===== config.mk =====
export PLATFORM = sky130hd
export DESIGN_NAME = sdram_button_master
export DESIGN_NICKNAME = d
export VERILOG_FILES = /design/src/rtl/sdram_button_master.sv
export SDC_FILE = /design/constraint.sdc
export NUM_CORES = 1
export LEC_CHECK = 0
export CORE_MARGIN = 2
export CORE_UTILIZATION = 40
export CTS_CLUSTER_DIAMETER = 200
export DETAILED_ROUTE_END_ITERATION = 12
export RECOVER_POWER = 50
export SYNTH_ARGS = -nofsm -noshare
export SYNTH_HDL_FRONTEND = slang
export SYNTH_SLANG_ARGS = --single-unit

===== constraint.sdc =====
create_clock -name clk_50mhz -period 2.7 [get_ports clk_50mhz]
set_input_delay 0.54 -clock clk_50mhz [delete_from_list [all_inputs] [get_ports clk_50mhz]]
set_output_delay 0.54 -clock clk_50mhz [all_outputs]
set_load 0.03 [all_outputs]

===== src/rtl/sdram_button_master.sv =====
// Push-button front end for the SDRAM Avalon-MM slave: debounced presses start single-beat
// writes/reads or step the word address; read data goes to the LEDs; stuck transfers time out.
module sdram_button_master #(
    parameter int DEBOUNCE_CYCLES = 1000000,
    parameter int TIMEOUT_CYCLES  = 1023,
    parameter int ADDR_W          = 25
) (
    input  logic              clk_50mhz,
    input  logic              reset,
    input  logic [15:0]       sw_data,
    input  logic              button_write,
    input  logic              button_read,
    input  logic              button_addr,
    output logic [ADDR_W-1:0] av_address,
    output logic [3:0]        av_byteenable_n,
    output logic              av_chipselect,
    output logic [31:0]       av_writedata,
    output logic              av_write_n,
    output logic              av_read_n,
    input  logic [31:0]       av_readdata,
    input  logic              av_readdatavalid,
    input  logic              av_waitrequest,
    output logic [15:0]       led,
    output logic [7:0]        led_addr,
    output logic              busy,
    output logic              error
);
    localparam int DB_W = $clog2(DEBOUNCE_CYCLES + 1);
    localparam int TO_W = $clog2(TIMEOUT_CYCLES + 1);
    localparam logic [DB_W-1:0] DB_LAST = DB_W'(DEBOUNCE_CYCLES - 1);
    localparam logic [TO_W-1:0] TO_LAST = TO_W'(TIMEOUT_CYCLES - 1);

    typedef enum logic [1:0] {IDLE, WR_REQ, RD_REQ, RD_WAIT} state_t;

    // Bit order: 0 = write, 1 = read, 2 = address.
    logic [2:0] btn_raw;
    logic [2:0] press;
    assign btn_raw = {button_addr, button_read, button_write};

    genvar gi;
    generate
        for (gi = 0; gi < 3; gi = gi + 1) begin : g_btn
            logic [1:0]      sync_q, sync_d;
            logic            level_q, level_d;
            logic [DB_W-1:0] cnt_q, cnt_d;

            // The counter only runs while the synchronised level disagrees with the accepted one,
            // so any bounce back to the accepted level restarts the stability window.
            always_comb begin
                sync_d  = {sync_q[0], btn_raw[gi]};
                level_d = level_q;
                cnt_d   = cnt_q;
                if (sync_q[1] == level_q) begin
                    cnt_d = '0;
                end else if (cnt_q == DB_LAST) begin
                    level_d = sync_q[1];
                    cnt_d   = '0;
                end else begin
                    cnt_d = cnt_q + 1'b1;
                end
            end

            assign press[gi] = level_q & ~sync_q[1] & (cnt_q == DB_LAST);

            always_ff @(posedge clk_50mhz or negedge reset) begin
                if (!reset) begin
                    sync_q  <= 2'b11;
                    level_q <= 1'b1;
                    cnt_q   <= '0;
                end else begin
                    sync_q  <= sync_d;
                    level_q <= level_d;
                    cnt_q   <= cnt_d;
                end
            end
        end
    endgenerate

    state_t            state_q, state_d;
    logic [ADDR_W-1:0] addr_q, addr_d;
    logic [3:0]        be_n_q, be_n_d;
    logic              cs_q, cs_d;
    logic [31:0]       wdata_q, wdata_d;
    logic              write_n_q, write_n_d;
    logic              read_n_q, read_n_d;
    logic [15:0]       led_q, led_d;
    logic              busy_q, busy_d;
    logic              error_q, error_d;
    logic [TO_W-1:0]   tmo_q, tmo_d;

    always_comb begin
        state_d   = state_q;
        addr_d    = addr_q;
        be_n_d    = be_n_q;
        cs_d      = cs_q;
        wdata_d   = wdata_q;
        write_n_d = write_n_q;
        read_n_d  = read_n_q;
        led_d     = led_q;
        error_d   = error_q;
        tmo_d     = tmo_q;

        case (state_q)
            IDLE: begin
                if (press[2]) addr_d = addr_q + ADDR_W'(1);
                if (press[0]) begin
                    state_d   = WR_REQ;
                    wdata_d   = {16'h0000, sw_data};
                    write_n_d = 1'b0;
                    cs_d      = 1'b1;
                    be_n_d    = 4'h0;
                    error_d   = 1'b0;
                    tmo_d     = '0;
                end else if (press[1]) begin
                    state_d  = RD_REQ;
                    read_n_d = 1'b0;
                    cs_d     = 1'b1;
                    be_n_d   = 4'h0;
                    error_d  = 1'b0;
                    tmo_d    = '0;
                end
            end
            WR_REQ: begin
                if (!av_waitrequest) begin
                    write_n_d = 1'b1;
                    cs_d      = 1'b0;
                    be_n_d    = 4'hF;
                    state_d   = IDLE;
                end
            end
            RD_REQ: begin
                if (!av_waitrequest) begin
                    read_n_d = 1'b1;
                    cs_d     = 1'b0;
                    be_n_d   = 4'hF;
                    if (av_readdatavalid) begin
                        led_d   = av_readdata[15:0];
                        state_d = IDLE;
                    end else begin
                        state_d = RD_WAIT;
                    end
                end
            end
            RD_WAIT: begin
                if (av_readdatavalid) begin
                    led_d   = av_readdata[15:0];
                    state_d = IDLE;
                end
            end
            default: state_d = IDLE;
        endcase

        // A transfer that completes on its last allowed cycle still counts as completed.
        if (state_q != IDLE) begin
            if (state_d != IDLE && tmo_q == TO_LAST) begin
                state_d   = IDLE;
                write_n_d = 1'b1;
                read_n_d  = 1'b1;
                cs_d      = 1'b0;
                be_n_d    = 4'hF;
                error_d   = 1'b1;
            end else begin
                tmo_d = tmo_q + 1'b1;
            end
        end

        busy_d = (state_d != IDLE);
    end

    always_ff @(posedge clk_50mhz or negedge reset) begin
        if (!reset) begin
            state_q   <= IDLE;
            addr_q    <= '0;
            be_n_q    <= 4'hF;
            cs_q      <= 1'b0;
            wdata_q   <= '0;
            write_n_q <= 1'b1;
            read_n_q  <= 1'b1;
            led_q     <= '0;
            busy_q    <= 1'b0;
            error_q   <= 1'b0;
            tmo_q     <= '0;
        end else begin
            state_q   <= state_d;
            addr_q    <= addr_d;
            be_n_q    <= be_n_d;
            cs_q      <= cs_d;
            wdata_q   <= wdata_d;
            write_n_q <= write_n_d;
            read_n_q  <= read_n_d;
            led_q     <= led_d;
            busy_q    <= busy_d;
            error_q   <= error_d;
            tmo_q     <= tmo_d;
        end
    end

    logic unused_rdata_hi;
    assign unused_rdata_hi = ^av_readdata[31:16];

    assign av_address      = addr_q;
    assign av_byteenable_n = be_n_q;
    assign av_chipselect   = cs_q;
    assign av_writedata    = wdata_q;
    assign av_write_n      = write_n_q;
    assign av_read_n       = read_n_q;
    assign led             = led_q;
    assign led_addr        = 8'(addr_q);
    assign busy            = busy_q;
    assign error           = error_q;
endmodule


==> results.md <==
- DR vias/cell: 5.00
- Synth Area in XOR/XNOR: 0.0972
- Cell internal power dissipation: ~4.4 mW
- Post-synthesis cell area: ~7000 sq um
- Endpoint class of the critical path: flip-flop
- Pre-antenna DRT Iters: 4
- Actual transition at the worst max-transition pin: between 1.5 and 2 ns
- Die Y: about 140 microns
- Cell type of the slowest stage on the worst timing path: sky130_fd_sc_hd__clkbuf_1
- Clock skew after layout: 0.00772 ns
- Total Wirelength: ~15000 microns
- Maximum number of pins on one net before global-route repair: 65
- Setup Slack @ Placement: ~0.21 ns
- Instance count of the mapped netlist: around 660
- Remaining DRCs: 0
- Placed cell area: around 8300 sq um
- Power Density: between 600 and 700 nW/um^2
- Mean area per synthesized cell: ~11 sq um
- Initial antenna violation count: 0
- Combinational cell fraction of total power: 0.185
- Result of the run: finished, violations left
- Boundary Pins: ~150
- Setup WS post-layout: roughly 0.27 ns
- Site Rows: 48
- Main combinational cell family by area after synthesis: simple AND/OR/NAND/NOR gates
- Total number of nets in the final design: roughly 840
- Library cell occupying the most area in the post-synthesis netlist: sky130_fd_sc_hd__dfrtp_1
- Adder-cell area share of the yosys netlist: 0.0231
- Number of enable flip-flop cells after synthesis: 0
- Worst endpoint data arrival time: ~2.7 ns
- Count of port buffers added during placement: 112
- Highest achievable clock rate: approximately 410 MHz
- Simple-gate share of the synthesized area: 0.202
- Number of setup buffers added after CTS: 0
- Last weighted congestion value of the routability-driven placer: roughly 0.79
- Number of global-route vias before repair: about 4.9k
- Worst setup SP type: flip-flop
- Max-cap violation count: 1
- Worst relative slew slack: -0.0737
- Switching Share: 0.275
- Maximum vdd ir drop: between 0.4 and 0.5 mV
- Post-synthesis mux area share: 0.0559
- Overflow after GRT: 0
- Fraction of post-synthesis cell area in the top cell type by area: 0.470
- Global-route wire length before repair: approximately 24000 microns
- Clock network fraction of total power: 0.392
- Cell Count Post-Placement: 981
- Number of different library cells in the post-synthesis netlist: 56
- Cell types with the largest area share after synthesis: sky130_fd_sc_hd__dfrtp_1 (47%), sky130_fd_sc_hd__xor2_1 (6.6%), sky130_fd_sc_hd__dfstp_2 (5.6%)
- Area of the die: 18700 sq um
- Compound-gate portion of the synthesized area: 0.0452
- Number of design-rule violations left by the first detailed-router iteration: roughly 210
- Maximum number of buffers from clock root to sink: 2
- Fin. Hold Viols: 0
- Final design area excluding fillers: between 8000 and 9000 sq um
- Average detailed-routed wire length per instance: approximately 15 microns
- Post-layout min period: around 2.4 ns
- Total core area: 17200 sq um
- Synth warn: 0
- Number of nets with antenna violations after detailed routing: 0
- Total CTS buffers: 17
- Number of sinks driven by the clock tree: 147
- Data required time of the critical path: 3.00 ns
- Synth Register Bits: between 100 and 150
- Cts hold-fix bufs: 0
- Crit path buf inv count: 2
- RSZ-0062 raised after global routing: false
- Share of the yosys chip area belonging to registers: 0.526
- End-of-flow core utilization: 0.517
- H-tree depth: 4
- Async set-or-reset flop fraction in the synthesized netlist: 1.00
- Leakage power: around 4.0 nW
- Peak fanout along the critical path: 16
- Type of the most critical hold path: reg -> reg
- Failing checks: capacitance limit, slew limit
- Total power draw: between 6 and 7 mW
- Top FF cell, synth: sky130_fd_sc_hd__dfrtp_1
- Count of final max-slew check failures: 64
- Clock transition at the registers of the reported paths: roughly 0.06 ns
- Sw Pwr: between 1.5 and 2 mW
- Final count of negative-setup-slack endpoints: 0
- Sequence of cells on the critical path: inv_1 -> ha_1 -> o211ai_1 -> clkbuf_1 -> mux2_2
- Worst hold slack after final layout: about 0.36 ns
- Total global routing track utilization: 0.163
- Detailed placer's ending HPWL: 10700 microns
- Share of final-layout standard cells stronger than drive strength 1: 0.126
- Sequential share of power: 0.423
- Worst skew pair latency: slightly above 0.4 ns
- Routed vias: 5070
- Final Cycle Share: 0.900
- Area delta synth->final: 26.6%
- Stage delay of the slowest cell on the critical path: between 0.7 and 0.8 ns
- CTS tree: built
- Final total negative setup slack: 0 ns
- X dimension of the die: roughly 140 microns
- Buffer type at the clock tree root: sky130_fd_sc_hd__clkbuf_16
- Critical path's top delay family: buffers and inverters
- Type of the worst setup path: reg -> reg
- Most common cell in the synthesized netlist: sky130_fd_sc_hd__dfrtp_1
- Filler-free cell count of the finished design: 1013
- List of most frequent post-synthesis cells: sky130_fd_sc_hd__dfrtp_1 (132), sky130_fd_sc_hd__nor2_1 (80), sky130_fd_sc_hd__xor2_1 (53)
- Antenna diode count: 0
- Effective utilization at floorplan: 0.408
- Post-cts repair resize count: 0
==> layout by cell type, fill, tap and decap left out, types with 4 or more instances in the layout <==
cell / Yosys / layout
sky130_fd_sc_hd__dfrtp_1: 132 / 132
sky130_fd_sc_hd__clkdlybuf4s50_1: 0 / 108
sky130_fd_sc_hd__nor2_1: 80 / 80
sky130_fd_sc_hd__xor2_1: 53 / 53
sky130_fd_sc_hd__nand2_1: 42 / 42
sky130_fd_sc_hd__mux2_2: 34 / 34
sky130_fd_sc_hd__nand3_1: 33 / 33
sky130_fd_sc_hd__nand4_1: 25 / 25
sky130_fd_sc_hd__xnor2_1: 25 / 25
sky130_fd_sc_hd__inv_1: 23 / 23
sky130_fd_sc_hd__o21ai_0: 23 / 23
sky130_fd_sc_hd__and3_1: 18 / 18
sky130_fd_sc_hd__clkbuf_16: 0 / 17
sky130_fd_sc_hd__conb_1: 1 / 16
sky130_fd_sc_hd__and4_1: 15 / 15
sky130_fd_sc_hd__dfstp_2: 15 / 15
sky130_fd_sc_hd__ha_1: 13 / 13
sky130_fd_sc_hd__nor3_1: 11 / 11
sky130_fd_sc_hd__and2_1: 10 / 10
sky130_fd_sc_hd__buf_4: 26 / 8
sky130_fd_sc_hd__nor4_1: 7 / 7
sky130_fd_sc_hd__a21oi_1: 6 / 6
sky130_fd_sc_hd__clkinvlp_4: 0 / 6
sky130_fd_sc_hd__nand2b_1: 5 / 5
sky130_fd_sc_hd__a31oi_1: 4 / 4
==> worst register-to-register path: stages (launching register included) <==
cell and delay, ns:
sky130_fd_sc_hd__dfrtp_1 0.48, sky130_fd_sc_hd__inv_1 0.10, sky130_fd_sc_hd__ha_1 0.28, sky130_fd_sc_hd__o211ai_1 0.23
sky130_fd_sc_hd__clkbuf_1 0.79, sky130_fd_sc_hd__mux2_2 0.43
==> sequential cells by signal, indices dropped and copies added (netlist names) <==
register         cells
av_address          25
busy                 1
led                 16
error                1
g_btn.sync_q         6
g_btn.level_q        3
av_byteenable_n      4
tmo_q               10
state_q              2
av_read_n            1
av_writedata        16
av_write_n           1
g_btn.cnt_q         60
av_chipselect        1
==> kinds of logic (layout without fill, tap and decap cells) <==
| group | Yosys count | after routing |
|---|---|---|
| and+or+nand+nor | 268 | 268 |
| AOI/OAI and AO/OA | 52 | 52 |
| adders and majority gates | 13 | 13 |
| muxes | 35 | 35 |
| xor gates and xnor gates | 78 | 78 |
| DFF | 147 | 147 |
| buffers and inverters | 63 | 179 |
| other | 1 | 16 |
==> power groups by stage <==
stage,Clock [mW],Sequential (mW),Combinational [mW]
after floorplan,0,2.90,0.344
after global placement,0,2.59,1.12
after detailed placement,0,2.61,1.14
after CTS,2.44,2.57,1.14
after global routing,2.55,2.59,1.21
final,2.37,2.57,1.12
==> final timing paths <==
path | slack [ns] | start | cells past startpoint | to
setup reg to reg | 0.27 | state_q[0] | 5 | led[3]
min in group asynchronous | 0.53 | reset | 1 | led[2]
hold / removal | 0.36 | g_btn[2].sync_q[0] | 0 | g_btn[2].sync_q[1]
setup / recovery | 0.27 | state_q[0] | 5 | led[3]
hold reg to reg | 0.36 | g_btn[2].sync_q[0] | 0 | g_btn[2].sync_q[1]
max in group asynchronous | 0.76 | reset | 2 | av_writedata[3]
==> routing by layer <==
layer	vias to the layer above	part of all wire	track usage	wire, microns
met3	15	0.066	0.0485	976
met1	2453	0.45	0.205	6560
met5	-	0	0	0
met4	0	0.010	0.0463	151
met2	128	0.48	0.274	7010
li1	2474	-	-	-
==> cell type report <==
type,instances,area [sq um]
fill,1534,8330
sequential,147,3700
multi-input combinational,462,3030
timing repair buffer,124,1210
clock buffer,19,443
tap,225,282
clock inverter,13,159
inverter,23,86.3
No activity file was read; power rests on OpenSTA's default activity.
